## config.mk

```make
export PLATFORM = sky130hd
export DESIGN_NAME = mod_sequencer
export DESIGN_NICKNAME = d
export VERILOG_FILES = /design/src/rtl/mod_sequencer.sv
export SDC_FILE = /design/constraint.sdc
export NUM_CORES = 1
export LEC_CHECK = 0
export ABC_AREA = 1
export CAP_MARGIN = 20
export CORE_MARGIN = 1
export CORE_UTILIZATION = 54
export DETAILED_ROUTE_END_ITERATION = 7
export HOLD_SLACK_MARGIN = 0.05
export PLACE_DENSITY = 0.87
export SLEW_MARGIN = 20
export SYNTH_ARGS = -nofsm -noshare
export SYNTH_HDL_FRONTEND = slang
export SYNTH_SLANG_ARGS = --single-unit
```

## constraint.sdc

```tcl
create_clock -name clk_i -period 3.7 [get_ports clk_i]
set_clock_uncertainty 0.05 [all_clocks]
set_input_delay 0.37 -clock clk_i [delete_from_list [all_inputs] [get_ports clk_i]]
set_output_delay 0.37 -clock clk_i [all_outputs]
set_load 0.05 [all_outputs]
```

## src/rtl/mod_sequencer.sv

```systemverilog
// Modulation sample sequencer: walks a sample buffer at a programmable rate, fetches each
// sample from a 2-cycle-latency BRAM and issues it to the modulator with an UPDATE pulse,
// never while a computation is still in flight.
// Build option: define MOD_SEQ_SKIP_EN to advance the index on ticks that arrive while busy
// (keeping phase across devices) instead of deferring one tick as pending.
module mod_sequencer #(
    parameter int unsigned ADDR_WIDTH = 15,
    parameter int unsigned DIV_WIDTH  = 16
) (
    input  logic                  clk_i,
    input  logic                  rst_ni,
    input  logic                  enable_i,
    input  logic                  sync_i,
    input  logic [ADDR_WIDTH-1:0] mod_cycle_i,
    input  logic [DIV_WIDTH-1:0]  mod_freq_div_i,
    output logic [ADDR_WIDTH-1:0] mod_addr_o,
    input  logic [7:0]            mod_rdata_i,
    output logic                  update_o,
    output logic [7:0]            mod_o,
    input  logic                  out_valid_i,
    output logic                  busy_o,
    output logic [ADDR_WIDTH-1:0] idx_o,
    output logic                  overrun_o
);

    typedef enum logic [2:0] {StIdle, StFetch, StIssue, StWaitDone, StDrain} state_e;

    state_e                state_q, state_d;
    logic                  fetch_cnt_q, fetch_cnt_d;
    logic [DIV_WIDTH-1:0]  div_cnt_q, div_cnt_d;
    logic                  pending_q, pending_d;
    logic                  overrun_q, overrun_d;
    logic                  ov_prev_q;
    logic [ADDR_WIDTH-1:0] idx_q, idx_d;
    logic [ADDR_WIDTH-1:0] mod_addr_q, mod_addr_d;
    logic                  update_q, update_d;
    logic                  busy_q, busy_d;
    logic [7:0]            mod_q, mod_d;

    logic tick;
    logic ov_rise;
    logic start;
    logic issue;
    logic in_flight;

    // Wrap with >= so an index left beyond a shortened cycle returns to 0.
    function automatic logic [ADDR_WIDTH-1:0] next_idx(input logic [ADDR_WIDTH-1:0] cur,
                                                       input logic [ADDR_WIDTH-1:0] last);
        return (cur >= last) ? '0 : cur + ADDR_WIDTH'(1);
    endfunction

    // Only a low-to-high OUT_VALID transition marks completion; the stale level is ignored.
    assign ov_rise   = out_valid_i & ~ov_prev_q;
    assign tick      = sync_i | (enable_i & (div_cnt_q >= mod_freq_div_i));
    assign start     = (state_q == StIdle) & enable_i & (tick | pending_q);
    assign issue     = (state_q == StIssue) & enable_i;
    assign in_flight = (state_q == StFetch) | (state_q == StIssue) | (state_q == StWaitDone);

    // Sample-period divider; SYNC realigns it, disable parks it at 0.
    always_comb begin
        div_cnt_d = div_cnt_q + DIV_WIDTH'(1);
        if (sync_i || !enable_i || (div_cnt_q >= mod_freq_div_i)) begin
            div_cnt_d = '0;
        end
    end

    // State register.
    always_ff @(posedge clk_i) begin
        if (!rst_ni) begin
            state_q     <= StIdle;
            fetch_cnt_q <= 1'b0;
        end else begin
            state_q     <= state_d;
            fetch_cnt_q <= fetch_cnt_d;
        end
    end

    // Next-state logic; FETCH lasts two cycles to cover the BRAM read latency.
    always_comb begin
        state_d     = state_q;
        fetch_cnt_d = 1'b0;
        unique case (state_q)
            StIdle: begin
                if (start) state_d = StFetch;
            end
            StFetch: begin
                fetch_cnt_d = ~fetch_cnt_q;
                if (!enable_i)        state_d = StIdle;
                else if (fetch_cnt_q) state_d = StIssue;
            end
            StIssue: begin
                state_d = enable_i ? StWaitDone : StIdle;
            end
            StWaitDone: begin
                if (ov_rise)        state_d = StIdle;
                else if (!enable_i) state_d = StDrain;
            end
            StDrain: begin
                if (ov_rise) state_d = StIdle;
            end
            default: state_d = StIdle;
        endcase
    end

    // Next values of the registered outputs.
    always_comb begin
        mod_addr_d = mod_addr_q;
        mod_d      = mod_q;
        update_d   = 1'b0;
        busy_d     = busy_q;
        if (start) begin
            // A SYNC in the same cycle already restarts the sequence at 0.
            mod_addr_d = sync_i ? '0 : idx_q;
        end
        if (issue) begin
            mod_d    = mod_rdata_i;
            update_d = 1'b1;
            busy_d   = 1'b1;
        end
        if (((state_q == StWaitDone) || (state_q == StDrain)) && ov_rise) begin
            busy_d = 1'b0;
        end
    end

    // Index, pending-tick and overrun bookkeeping.
    always_comb begin
        idx_d     = idx_q;
        pending_d = pending_q;
        overrun_d = overrun_q;
        if (issue) begin
            idx_d = next_idx(idx_d, mod_cycle_i);
        end
        if (!enable_i) begin
            pending_d = 1'b0;
            overrun_d = 1'b0;
        end else if (start) begin
            pending_d = 1'b0;
        end else if (tick && in_flight) begin
`ifdef MOD_SEQ_SKIP_EN
            idx_d     = next_idx(idx_d, mod_cycle_i);
            overrun_d = 1'b1;
`else
            if (pending_q) overrun_d = 1'b1;
            else           pending_d = 1'b1;
`endif
        end
        if (sync_i) begin
            idx_d = '0;
        end
    end

    // Datapath and output registers.
    always_ff @(posedge clk_i) begin
        if (!rst_ni) begin
            div_cnt_q  <= '0;
            pending_q  <= 1'b0;
            overrun_q  <= 1'b0;
            ov_prev_q  <= 1'b0;
            idx_q      <= '0;
            mod_addr_q <= '0;
            update_q   <= 1'b0;
            busy_q     <= 1'b0;
            mod_q      <= '0;
        end else begin
            div_cnt_q  <= div_cnt_d;
            pending_q  <= pending_d;
            overrun_q  <= overrun_d;
            ov_prev_q  <= out_valid_i;
            idx_q      <= idx_d;
            mod_addr_q <= mod_addr_d;
            update_q   <= update_d;
            busy_q     <= busy_d;
            mod_q      <= mod_d;
        end
    end

    assign mod_addr_o = mod_addr_q;
    assign update_o   = update_q;
    assign mod_o      = mod_q;
    assign busy_o     = busy_q;
    assign idx_o      = idx_q;
    assign overrun_o  = overrun_q;

endmodule
```

# ---- Word level (Yosys, flattened, before mapping)
# Index checks and enable logic that the tools add are counted.
dict set report totals {
  ff_bits 63
}
dict set report op_classes {
  reduce_logical 15
  order_cmp 2
  bitwise 14
  muxes 11
  add_sub_neg 2
  n_eq_ne 8
}
# op count
set ops {}
lappend ops {{$mux 15} 2}
lappend ops {{$mux 3} 6}
lappend ops {{$add 16x1->16 const B} 1}
lappend ops {{$ge 16x16->1} 1}
lappend ops {{$add 15x1->15 const B} 1}
lappend ops {{$ge 15x15->1} 1}
lappend ops {{$pmux 3 s5} 1}
lappend ops {{$eq 3x2->1 const B} 2}
lappend ops {{$ne 3x3->1 const B} 2}
lappend ops {{$reduce_or 2->1} 3}
lappend ops {{$and 1x1->1} 5}
lappend ops {{$not 1->1} 5}
lappend ops {{$ne 2x2->1 const B} 2}
lappend ops {{$or 1x1->1} 4}
lappend ops {{$reduce_and 2->1} 2}
lappend ops {{$reduce_and 4->1} 1}
lappend ops {{$eq 3x1->1 const B} 1}
lappend ops {{$eq 3x3->1 const B} 1}
lappend ops {{$logic_not 3->1} 1}
lappend ops {{$logic_or 1x1->1} 3}
lappend ops {{$reduce_and 3->1} 1}
lappend ops {{$reduce_or 3->1} 1}
lappend ops {{$logic_and 1x1->1} 2}
lappend ops {{$mux 2} 1}
lappend ops {{2 further kinds} 2}

# ---- Logic depth before layout (Yosys ltp)
# Gate-level depths: netlist of the first run.
dict set report depth {
  ltp_word 7
  ltp_mapped 17
}

# ---- Least setup slack after synthesis of the first run
# Ideal clock, no wire load.
dict set report synth_timing {
  kind {reg2reg}
  start {register idx_q[0] (netlist: idx_o[0])}
  end {register idx_q[8] (netlist: idx_o[8])}
  period_less_slack_ns 2.149
  path_slack_ns 1.551
  arrival_time_ns 1.983
  stages_incl_launch_ff 10
  path_cell_list {dfxtp_1 -> inv_1 -> ha_1 -> nand4_1 -> or4_1 -> nand3_1 -> nand2_1 -> nand2_1 -> buf_4 -> nor2_1}
}
dict set report synth_via {
  elab_chain_cells 2
  word_cells_on_any_way 3
  classes_between {add/sub: 1; order compare: 1; mux: 1}
}
# element line
set synth_rtl {}
lappend synth_rtl {{start, declared} 34} ;# logic [ADDR_WIDTH-1:0] idx_q, idx_d;
lappend synth_rtl {{start signal, assigned} 169} ;# idx_q <= idx_d;
lappend synth_rtl {{$add 15x1->15 / $ge 15x15->1 (equally long branches)} 49} ;# return (cur >= last) ? '0 : cur + ADDR_WIDTH'(1);
lappend synth_rtl {{$mux 15 *} 49}
# Mark *: on every way between the ends. The rest lies on a longest branch, timed or not.
# A chain may end at the register's enable or synchronous reset.

# ---- Final worst setup path of the first run
dict set report layout_timing {
  start {input port rst_ni}
  end {register div_cnt_q[3]}
}
dict set report layout_via {
  elab_chain_cells 2
}
# element line
set layout_rtl {}
lappend layout_rtl {{start, declared} 11} ;# input logic rst_ni,
lappend layout_rtl {{$not 1->1 (no source line)} n/a}
lappend layout_rtl {{$reduce_or 2->1 (no source line)} n/a}
lappend layout_rtl {{end signal, assigned} 165} ;# div_cnt_q <= div_cnt_d;
lappend layout_rtl {{end, declared} 30} ;# logic [DIV_WIDTH-1:0] div_cnt_q, div_cnt_d;
# Every way passes these cells.

==> metrics.log, run 1 <==
INFO  metric layout_worst_path_cycle_share = 69.1%
INFO  metric place.detailed.instances = 630
INFO  metric wirelength = 8.38 mm
INFO  metric num-nets-final = 643
INFO  metric timing.fmax = 0.391 GHz
INFO  metric cts-root-to-sink-buffers = 2
INFO  metric globalRoute.totalOverflow = 0
INFO  metric cts_made_buffers = 9
INFO  metric wl_per_cell = 13.0 um
INFO  metric netlist_top_cells_area = sky130_fd_sc_hd__dfxtp_1 (36%), sky130_fd_sc_hd__ha_1 (12%), sky130_fd_sc_hd__inv_1 (9.0%), sky130_fd_sc_hd__nand2_1 (8.9%), sky130_fd_sc_hd__nor2_1 (7.3%)
INFO  metric timing.hold.worst.class = reg2reg
INFO  metric maxCapViolCount = 0
INFO  metric worst_path_max_fanout = 19
INFO  metric synth.top_cell.area_share = 36.0%
INFO  metric stdcell_count = 646
INFO  metric initial_antenna_violation_count = 0
INFO  metric synth.yosys.seq_area_share = 36.0%
INFO  metric finalMaxSlewViolations = 0
INFO  metric period_minus_slack = 2560 ps
INFO  metric place.port_buffers = 84
INFO  metric clk_latency = 340 ps
INFO  metric holdCritStartpoint = fetch_cnt_q$_SDFF_PN0_
INFO  metric timing.final.setup_violations = 0
INFO  metric most-common-layout-cells = sky130_fd_sc_hd__inv_1 (84), sky130_fd_sc_hd__clkdlybuf4s50_1 (84), sky130_fd_sc_hd__nand2_1 (83), sky130_fd_sc_hd__nor2_1 (68), sky130_fd_sc_hd__dfxtp_1 (63)
INFO  metric synth_enable_flop_cells = 0
INFO  metric placed_cell_area = 4400 um^2
INFO  metric post_synthesis_to_final_layout_area_growth = 31.4%
INFO  metric timing.critical_path.required = 3890 ps
INFO  metric detailroute.via_count = 3,334
INFO  metric critPathCaptureType = flop
INFO  metric vias_in_the_first_global_route = 3,170
INFO  metric floorplan.die.width = 82.5 um
INFO  metric critical_path_arrival = 2750 ps
INFO  metric critical_path.reg2reg.endpoint = idx_o[5]$_SDFFE_PP0P_
INFO  metric cts_repair_resize_count = 0
INFO  metric timing_worst_slew_pin_value = 722 ps
INFO  metric ys_types = 36
INFO  metric crit-reg2reg-launch = idx_o[8]$_SDFFE_PP0P_
INFO  metric floorplan.io_pins = 85
INFO  metric run_status = finished clean
INFO  metric grt_max_degree = 20
INFO  metric ir_drop = 222 uV
INFO  metric floorplan.initialDensity = 57.5%
INFO  metric worst-r2r-setup-slack = 1440 ps
INFO  metric cts-root-buf = sky130_fd_sc_hd__clkbuf_8
INFO  metric drt-pass1-iter-count = 4
INFO  metric num-fill-cells = 458
INFO  metric placementRows = 28
INFO  metric dpl.hpwl = 6.28 mm
INFO  metric tritoncts = built
INFO  metric syn-instance-count = 478
INFO  metric post_cts_hold_buffer_count = 0
INFO  metric die_area = 6810 um^2
INFO  metric grt_setup_unrepaired = false
INFO  metric register_area = 1260 um^2
INFO  metric clock_transition_at_path_regs = 70 ps
INFO  metric finalWeightedCongestion = 0.863
INFO  metric grtUsageTotal = 26.8%
INFO  metric finalSetupTns = 0 ps
INFO  metric clock-sinks = 63
INFO  metric relSlewSlack = 51.7%
INFO  metric detail_route.iter0.violations = 144
INFO  metric final_layout_size_suffix_gt1_share = 7.36%
INFO  metric final-hold-violation-count = 0
INFO  metric insertedDiodeCount = 0
INFO  metric grt_pass1_wl = 13.8 mm
INFO  metric cts-htree-levels = 3
INFO  metric final_antenna_net_count = 0
INFO  metric synthArstFlopShare = 0%
INFO  metric syn_area_per_cell = 7.33 um^2
INFO  metric stdcell_area = 4600 um^2
INFO  metric crit_type = in2reg
INFO  metric power_leakage = 2.04 nW
INFO  metric timing.hold.worst_path_depth = 1
INFO  metric p_per_area = 335 nW/um^2
INFO  metric netlist.top_cell.by_area = sky130_fd_sc_hd__dfxtp_1
INFO  metric postSynthNetCount = 555
INFO  metric route.detailed.vias_per_inst = 5.16
INFO  metric core_region_area = 6100 um^2
INFO  metric timing.hold.worst_endpoint = fetch_cnt_q$_SDFF_PN0_
INFO  metric worst-r2r-cell-count = 7
INFO  metric postCtsSetupRepairBufs = 0
INFO  metric yosys_warnings = 0
INFO  metric detail_route.drc_violations = 0
INFO  metric die_height = 82.5 um
INFO  metric dominantRegCellSynth = sky130_fd_sc_hd__dfxtp_1
INFO  metric syn-cell-area = 3500 um^2
INFO  metric crit_path_start = rst_ni
INFO  metric multiInputGateArea = 1870 um^2
INFO  metric worstSetupStartpointType = input port
INFO  metric synth.ff_latch_count = 63
## worst max path at each step
stage,endpoint,slack [ps]
4_1_cts,div_cnt_q[3]$_SDFF_PP0_,1190
5_1_grt,div_cnt_q[3]$_SDFF_PP0_,990
6_report,div_cnt_q[3]$_SDFF_PP0_,1140
2_1_floorplan,idx_o[8]$_SDFFE_PP0P_,1550
3_5_place_dp,div_cnt_q[3]$_SDFF_PP0_,860
3_3_place_gp,div_cnt_q[3]$_SDFF_PP0_,960
## critical path, cell delays in order
cell	delay (ps)
sky130_fd_sc_hd__clkdlybuf4s50_1	780
sky130_fd_sc_hd__inv_1	230
sky130_fd_sc_hd__nor2_4	130
sky130_fd_sc_hd__buf_4	240
sky130_fd_sc_hd__nand4_1	610
sky130_fd_sc_hd__nor3b_1	380
## cell families after synthesis
kind of cell | count (synthesis) | synth area share (%)
AO/OA/AOI/OAI | 66 | 9.96
XOR/XNOR | 12 | 3.00
AND/OR/NAND/NOR | 210 | 28.6
adder cells (fa/ha/maj) | 33 | 11.8
flip-flops | 63 | 36.0
buffers and inverters | 94 | 10.6
## layer usage
| metal | wire, um | track usage [%] | up-vias |
|---|---|---|---|
| met5 | 0 | 0 | - |
| met4 | 193 | 14.3 | 0 |
| met3 | 355 | 3.85 | 18 |
| met2 | 4290 | 47.6 | 99 |
| met1 | 3540 | 31.1 | 1520 |
| li1 | - | - | 1697 |
## metrics by stage
step / worst slack (ps) / utilization [%] / power, mW / hold WS, ps
2_1_floorplan: 1550 / - / 0.848 / 344
3_3_place_gp: 959 / 72.1 / 0.932 / 356
3_5_place_dp: 859 / 72.1 / 0.940 / 368
4_1_cts: 1190 / 75.5 / 1.55 / 378
5_1_grt: 994 / 75.5 / 1.61 / 397
6_report: 1140 / 75.5 / 1.54 / 379
## cell type report
cell class | count | share of cell area, %
timing repair buffer | 85 | 18.4
inverter | 86 | 7.01
clock buffer | 13 | 3.67
clock inverter | 3 | 0.870
sequential | 63 | 27.4
tap | 75 | 2.04
multi-input combinational | 321 | 40.6
## synth_stat cells (2+ instances only)
master and instances:
sky130_fd_sc_hd__o21ai_0 17, sky130_fd_sc_hd__nor2_4 2, sky130_fd_sc_hd__o211ai_1 2, sky130_fd_sc_hd__nand2_2 3
sky130_fd_sc_hd__nor3b_1 5, sky130_fd_sc_hd__inv_2 2, sky130_fd_sc_hd__xor2_1 10, sky130_fd_sc_hd__nand3_1 14
sky130_fd_sc_hd__a21oi_1 41, sky130_fd_sc_hd__dfxtp_1 63, sky130_fd_sc_hd__ha_1 33, sky130_fd_sc_hd__inv_1 84
sky130_fd_sc_hd__nor2_1 68, sky130_fd_sc_hd__nor2_2 6, sky130_fd_sc_hd__buf_6 2, sky130_fd_sc_hd__nor3_2 6
sky130_fd_sc_hd__nand2_1 83, sky130_fd_sc_hd__nand4_1 9, sky130_fd_sc_hd__clkbuf_1 4, sky130_fd_sc_hd__nor3_1 7
sky130_fd_sc_hd__xnor2_1 2
## state kept, by name, summed over array words and instances, names as in the netlist
name	flops
overrun_o	1
fetch_cnt_q	1
mod_addr_o	15
busy_o	1
ov_prev_q	1
state_q	3
idx_o	15
mod_o	8
update_o	1
pending_q	1
div_cnt_q	16
## where the power goes
part / switching (mW) / total [mW] / internal [mW]
clock: 0.252 / 0.616 / 0.364
combinational: 0.128 / 0.221 / 0.0930
sequential: 0.0115 / 0.707 / 0.695
No activity file was read; power rests on OpenSTA's default activity.
==> run 2, diff against run 1 <==
--- a/config.mk
+++ b/config.mk
@@ -8,10 +8,10 @@
 export ABC_AREA = 1
 export CAP_MARGIN = 20
 export CORE_MARGIN = 1
-export CORE_UTILIZATION = 54
+export CORE_UTILIZATION = 45
 export DETAILED_ROUTE_END_ITERATION = 7
 export HOLD_SLACK_MARGIN = 0.05
-export PLACE_DENSITY = 0.87
+export PLACE_DENSITY = 0.78
 export SLEW_MARGIN = 20
 export SYNTH_ARGS = -nofsm -noshare
 export SYNTH_HDL_FRONTEND = slang
==> constraint.sdc (replaced) <==
create_clock -name clk_i -period 2.2 [get_ports clk_i]
set_clock_uncertainty 0.05 [all_clocks]
set_input_delay 0.22 -clock clk_i [delete_from_list [all_inputs] [get_ports clk_i]]
set_output_delay 0.22 -clock clk_i [all_outputs]
set_load 0.05 [all_outputs]
==> run 2 against run 1 <==
Register-to-register slack worse by 1200 ps. Via count is 0.63% lower. First-iteration DRC count is 6.9% lower. Clock power is 47% higher. Highest routed layer unchanged.
==> metrics.log, run 2 (synthesis results as in run 1) <==
INFO  metric register_area = 1260 um^2 (unchanged)
INFO  metric seq_power_share = 48.1% (+2.3 points)
INFO  metric route.detailed.vias_per_inst = 4.79 (-7.2%)
INFO  metric maxCapViolCount = 0 (unchanged)
INFO  metric clock_transition_at_path_regs = 70 ps (about the same)
INFO  metric finalSetupTns = 0 ps (unchanged)
INFO  metric wl_per_cell = 11.5 um (-11%)
INFO  metric worstSetupStartpointType = flop
INFO  metric power_switching_share = 27.0% (+1.7 points)
INFO  metric cts-root-buf = sky130_fd_sc_hd__clkbuf_8
INFO  metric run_status = finished clean
INFO  metric grtUsageTotal = 20.5% (-6.3 points)
INFO  metric timing.critical_path.required = 1930 ps (-1960 ps)
INFO  metric num-fill-cells = 656 (+43%)
INFO  metric p_per_area = 518 nW/um^2 (+54%)
INFO  metric worst_path_max_fanout = 5 (-14)
INFO  metric timing.final.setup_violations = 0 (unchanged)
INFO  metric num-nets-final = 665 (+3.4%)
INFO  metric final_layout_size_suffix_gt1_share = 10.6% (+3.3 points)
INFO  metric initial_antenna_violation_count = 0 (unchanged)
INFO  metric internal_power_component = 1.80 mW (+57%)
INFO  metric drt-pass1-iter-count = 5 (+1)
INFO  metric wirelength = 7.99 mm (-4.7%)
INFO  metric place.port_buffers = 84 (unchanged)
INFO  metric finalMaxSlewViolations = 0 (unchanged)
INFO  metric final-hold-violation-count = 0 (unchanged)
INFO  metric die_height = 90.2 um (+9.3%)
INFO  metric worst-r2r-setup-slack = 210 ps (-1230 ps)
INFO  metric grt_pass1_wl = 13.7 mm (-0.86%)
INFO  metric crit_path_start = idx_o[3]$_SDFFE_PP0P_
INFO  metric die_area = 8140 um^2 (+20%)
INFO  metric detail_route.drc_violations = 0 (unchanged)
INFO  metric detail_route.iter0.violations = 134 (-6.9%)
INFO  metric insertedDiodeCount = 0 (unchanged)
INFO  metric timing.fmax = 0.493 GHz
INFO  metric critical_path_arrival = 1760 ps (-990 ps)
INFO  metric dpl.hpwl = 6.30 mm (+0.37%)
INFO  metric multiInputGateArea = 1870 um^2 (+0.27%)
INFO  metric power.combinational.fraction = 15.3% (+1.0 points)
INFO  metric floorplan.die.width = 90.2 um (+9.3%)
INFO  metric floorplan.initialDensity = 47.5% (-9.9 points)
INFO  metric clock-sinks = 63 (unchanged)
INFO  metric globalRoute.totalOverflow = 0 (unchanged)
INFO  metric holdCritStartpoint = fetch_cnt_q$_SDFF_PN0_
INFO  metric timing_worst_slew_pin_value = 529 ps (-193 ps)
INFO  metric crit-reg2reg-launch = idx_o[0]$_SDFFE_PP0P_
INFO  metric cts-root-to-sink-buffers = 2 (unchanged)
INFO  metric worst_hold_slack = 363 ps (-16.0 ps)
INFO  metric grt_setup_unrepaired = false
INFO  metric finalWeightedCongestion = 0.882 (+2.2%)
INFO  metric switching_power = 0.668 mW (+71%)
INFO  metric final_antenna_net_count = 0 (unchanged)
INFO  metric timing.hold.worst.class = reg2reg
INFO  metric core_region_area = 7370 um^2 (+21%)
INFO  metric clk_latency = 330 ps (about the same)
INFO  metric post_synthesis_to_final_layout_area_growth = 36.3%
INFO  metric grt_max_degree = 19 (-5.0%)
INFO  metric relSlewSlack = 64.6% (+13 points)
INFO  metric most-common-layout-cells = sky130_fd_sc_hd__inv_1 (84), sky130_fd_sc_hd__clkdlybuf4s50_1 (84), sky130_fd_sc_hd__nand2_1 (83), sky130_fd_sc_hd__nor2_1 (68), sky130_fd_sc_hd__dfxtp_1 (63)
INFO  metric power_leakage = 2.13 nW (+4.5%)
INFO  metric regMostFlops = div_cnt_q
INFO  metric period_minus_slack = 2030 ps
INFO  metric max_reg_flops = 16 (unchanged)
INFO  metric share_clk_of_total_power = 36.6% (-3.3 points)
INFO  metric vias_in_the_first_global_route = 3,153 (-0.54%)
INFO  metric detailroute.via_count = 3,313 (-0.63%)
INFO  metric ir_drop = 297 uV (+34%)
INFO  metric postCtsSetupRepairBufs = 0 (unchanged)
INFO  metric placementRows = 31 (+11%)
INFO  metric crit_type = reg2out
INFO  metric tritoncts = built
INFO  metric floorplan.io_pins = 85 (unchanged)
INFO  metric critPathCaptureType = output pin
INFO  metric cts_made_buffers = 9 (unchanged)
INFO  metric cts-htree-levels = 3 (unchanged)
INFO  metric layout_worst_path_cycle_share = 92.3%
## run 2: cell types whose count changed in the layout (fill, tap and decap cells not counted), sizes merged
cell      previous run  this run
buf                  1        23
bufinv               1         0
clkinvlp             0         1
## run 2: critical path, stage by stage (launching register included)
cell	delay (ps)
sky130_fd_sc_hd__dfxtp_1	460
sky130_fd_sc_hd__buf_4	170
sky130_fd_sc_hd__clkdlybuf4s50_1	790
## run 2: layout make-up
cell class | instances | area share, %
multi-input combinational | 321 | 39.3
sequential | 63 | 26.4
timing repair buffer | 107 | 21.2
inverter | 86 | 6.81
clock buffer | 13 | 3.33
tap | 99 | 2.59
clock inverter | 3 | 0.367
## run 2: power by group through the flow
stage / Combinational, mW / Sequential (mW) / Clock (mW)
floorplan: 0.137 / 1.29 / 0
global placement: 0.366 / 1.22 / 0
detailed placement: 0.376 / 1.22 / 0
finish: 0.378 / 1.19 / 0.904
global route: 0.413 / 1.19 / 0.966
CTS: 0.378 / 1.19 / 0.916
## run 2: worst paths after layout
kind,depth (start not counted),to
worst min-delay path,1,fetch_cnt_q$_SDFF_PN0_
worst max-delay path,2,idx_o[3]
worst max register to register,9,idx_o[5]$_SDFFE_PP0P_
worst min register to register,1,fetch_cnt_q$_SDFF_PN0_
## run 2: per-stage QoR
step           cells  worst slack [ps]  util [%]  power, mW  instance area [um^2]
5_1_grt          692              22.5      64.8       2.57                  4770
3_5_place_dp     676              -130      62.3       1.59                  4590
4_1_cts          692               160      64.7       2.48                  4770
6_report         692               170      64.8       2.47                  4770
2_1_floorplan    478              50.6         -       1.43                  3500
3_3_place_gp     676             -37.9      62.3       1.58                  4590
## run 2: layer usage
metal	track usage, %	part of all wire (%)
met3	4.48	4.7
met1	24.0	44
met5	0	0
met2	36.6	49
met4	7.53	1.7
## run 2: what timing repair did
action                     in CTS  in global routing
hold endpoints to repair        0                  0
gates resized for setup         0                  3
hold buffers                    0                  0
setup endpoints to repair       0                  3
==> run 3, diff against run 2 <==
--- a/config.mk
+++ b/config.mk
@@ -7,12 +7,13 @@
 export LEC_CHECK = 0
 export ABC_AREA = 1
 export CAP_MARGIN = 20
-export CORE_MARGIN = 1
-export CORE_UTILIZATION = 45
+export CORE_MARGIN = 3
+export CORE_UTILIZATION = 46
+export CTS_BUF_LIST = sky130_fd_sc_hd__clkbuf_8
 export DETAILED_ROUTE_END_ITERATION = 7
 export HOLD_SLACK_MARGIN = 0.05
-export PLACE_DENSITY = 0.78
-export SLEW_MARGIN = 20
+export PLACE_DENSITY = 0.79
+export SLEW_MARGIN = 25
 export SYNTH_ARGS = -nofsm -noshare
 export SYNTH_HDL_FRONTEND = slang
 export SYNTH_SLANG_ARGS = --single-unit
==> run 3 against run 2 <==
Global-route usage grew 0.30 points. Maximum frequency grew 0.29%. Wire length grew 11%. Flip-flop and latch count is the same. Combinational power grew 4%. Die area grew 6.8%. Power grew 14%. Sequential share of layout area shrank 0.43 points. First-iteration DRC count shrank 3.7%. Critical path type unchanged. Critical endpoint unchanged.
==> metrics.log, run 3 (synthesis results as in run 1) <==
INFO  metric clock_transition_at_path_regs = 80 ps (about the same)
INFO  metric clock-sinks = 63 (unchanged)
INFO  metric power_leakage = 2.16 nW (+1.5%)
INFO  metric detail_route.drc_violations = 0 (unchanged)
INFO  metric maxCapViolCount = 0 (unchanged)
INFO  metric clk_latency = 340 ps (about the same)
INFO  metric tritoncts = built
INFO  metric drt-pass1-iter-count = 5 (unchanged)
INFO  metric holdCritStartpoint = fetch_cnt_q$_SDFF_PN0_
INFO  metric worst_path_max_delay_cell = sky130_fd_sc_hd__clkdlybuf4s50_1
INFO  metric crit-reg2reg-launch = div_cnt_q[7]$_SDFF_PP0_
INFO  metric critPathCaptureType = output pin
INFO  metric cts-htree-levels = 3 (unchanged)
INFO  metric relSlewSlack = 63.3% (-1.3 points)
INFO  metric fin_util = 66.3% (+1.5 points)
INFO  metric cts-root-to-sink-buffers = 2 (unchanged)
INFO  metric ir_drop = 319 uV (+7.5%)
INFO  metric layout_worst_path_cycle_share = 92.0% (-0.26 points)
INFO  metric die_height = 93.3 um (+3.4%)
INFO  metric insertedDiodeCount = 0 (unchanged)
INFO  metric regMostFlops = div_cnt_q
INFO  metric initial_antenna_violation_count = 0 (unchanged)
INFO  metric grt_pass1_wl = 14.6 mm (+6.8%)
INFO  metric grt_setup_unrepaired = false
INFO  metric crit_path_start = idx_o[3]$_SDFFE_PP0P_
INFO  metric stdcell_area = 4860 um^2 (+1.8%)
INFO  metric final_layout_size_suffix_gt1_share = 11.3% (+0.71 points)
INFO  metric post_synthesis_to_final_layout_area_growth = 38.7%
INFO  metric core_region_area = 7330 um^2 (-0.53%)
INFO  metric timing.fmax = 0.494 GHz (+0.29%)
INFO  metric timing.hold.worst.class = reg2reg
INFO  metric wl_per_cell = 12.8 um (+11%)
INFO  metric num-fill-cells = 610 (-7.0%)
INFO  metric timing.final.setup_violations = 0 (unchanged)
INFO  metric critical_path_arrival = 1750 ps (about the same)
INFO  metric die_area = 8700 um^2 (+6.8%)
INFO  metric wirelength = 8.84 mm (+11%)
INFO  metric timing_worst_slew_pin_value = 549 ps (+19.4 ps)
INFO  metric cts_repair_resize_count = 0 (unchanged)
INFO  metric list_of_cells_traversed_by_the_critical_path = buf_4, clkdlybuf4s50_1
INFO  metric timing.critical_path.required = 1930 ps (about the same)
INFO  metric post_cts_hold_buffer_count = 0 (unchanged)
INFO  metric largest_stage_delay_worst_path = 810 ps (+20 ps)
INFO  metric final-hold-violation-count = 0 (unchanged)
INFO  metric placementRows = 31 (unchanged)
INFO  metric finalMaxSlewViolations = 0 (unchanged)
INFO  metric most-common-layout-cells = sky130_fd_sc_hd__inv_1 (84), sky130_fd_sc_hd__clkdlybuf4s50_1 (84), sky130_fd_sc_hd__nand2_1 (83), sky130_fd_sc_hd__nor2_1 (68), sky130_fd_sc_hd__dfxtp_1 (62)
INFO  metric stdcell_count = 690 (-0.29%)
INFO  metric globalRoute.totalOverflow = 0 (unchanged)
INFO  metric finalSetupTns = 0 ps (unchanged)
INFO  metric p_per_area = 579 nW/um^2 (+12%)
INFO  metric worstSetupStartpointType = flop
INFO  metric crit_buf_inv = 2 (unchanged)
INFO  metric floorplan.die.width = 93.3 um (+3.4%)
INFO  metric vias_in_the_first_global_route = 3,422 (+8.5%)
INFO  metric worst_path_max_fanout = 4 (-1)
INFO  metric cts_made_buffers = 9 (unchanged)
INFO  metric floorplan.io_pins = 85 (unchanged)
INFO  metric period_minus_slack = 2020 ps (-5.80 ps)
INFO  metric run_status = finished clean
INFO  metric grtUsageTotal = 20.8% (+0.30 points)
INFO  metric max_reg_flops = 16 (unchanged)
INFO  metric place.port_buffers = 84 (unchanged)
INFO  metric place.detailed.instances = 674 (-0.30%)
INFO  metric cp_top_family = buffers and inverters
INFO  metric grt_max_degree = 19 (unchanged)
INFO  metric detail_route.iter0.violations = 129 (-3.7%)
INFO  metric detailroute.via_count = 3,397 (+2.5%)
INFO  metric dpl.hpwl = 6.76 mm (+7.4%)
INFO  metric totalPowerFinal = 2.81 mW (+14%)
INFO  metric placed_cell_area = 4580 um^2 (-0.33%)
INFO  metric floorplan.initialDensity = 47.8% (+0.25 points)
INFO  metric cts-root-buf = sky130_fd_sc_hd__clkbuf_8
INFO  metric finalWeightedCongestion = 0.856 (-3.0%)
INFO  metric num-nets-final = 663 (-0.30%)
INFO  metric crit_type = reg2out
INFO  metric route.detailed.vias_per_inst = 4.92 (+2.8%)
INFO  metric postCtsSetupRepairBufs = 0 (unchanged)
INFO  metric final_antenna_net_count = 0 (unchanged)
[run 3: cell types whose count changed in the layout (fill, tap and decap cells not counted), moves of 2 or more]
| cell | change |
|---|---|
| sky130_fd_sc_hd__bufinv_16 | +3 |
| sky130_fd_sc_hd__clkinv_4 | +3 |
| sky130_fd_sc_hd__a21oi_1 | -2 |
| sky130_fd_sc_hd__a21oi_2 | +2 |
| sky130_fd_sc_hd__buf_4 | -2 |
| sky130_fd_sc_hd__clkbuf_1 | -2 |
| sky130_fd_sc_hd__clkbuf_8 | -2 |
[run 3: worst register-to-register path: cells and delay by family (launching register included)]
family / cells / cell delay [ps]
AOI/OAI and AO/OA: 2 / 250
adders and majority gates: 1 / 300
buffers and inverters: 1 / 80
DFF: 1 / 350
and+or+nand+nor: 9 / 850
[run 3: per-layer routing]
metal / vias up / GRT usage [%] / part of all wire [%]
met5: - / 0 / 0
met4: 0 / 6.72 / 1.8
met3: 16 / 5.71 / 5.4
met2: 96 / 38.0 / 52
met1: 1547 / 23.3 / 41
li1: 1738 / - / -
[run 3: final cells by class]
class                           count  area (um^2)  area share, %
Clock inverter                      7          121           2.50
Multi-Input combinational cell    321         1900           39.1
Inverter                           86          328           6.75
Clock buffer                        9          124           2.55
Timing Repair Buffer              105          998           20.6
Tap cell                           99          124           2.55
Sequential cell                    63         1260           26.0
[run 3: final timing paths]
path                                                    end  slack, ps  cells after the start
worst min register to register       fetch_cnt_q$_SDFF_PN0_        360                      1
worst max register to register  mod_addr_o[13]$_SDFFE_PN0P_        230                     13
worst max-delay path                               idx_o[3]        180                      2
worst min-delay path                 fetch_cnt_q$_SDFF_PN0_        360                      1
[run 3: per-stage QoR]
step / setup WS, ps / hold slack (ps)
3_5_place_dp: -173 / 356
3_3_place_gp: -90.8 / 354
4_1_cts: 127 / 367
5_1_grt: 12.3 / 376
2_1_floorplan: 50.6 / 263
6_report: 176 / 364
[run 3: report_power, final]
part / total, mW / internal [mW] / switching, mW
clock: 1.23 / 0.756 / 0.476
sequential: 1.19 / 1.17 / 0.0212
combinational: 0.392 / 0.171 / 0.221
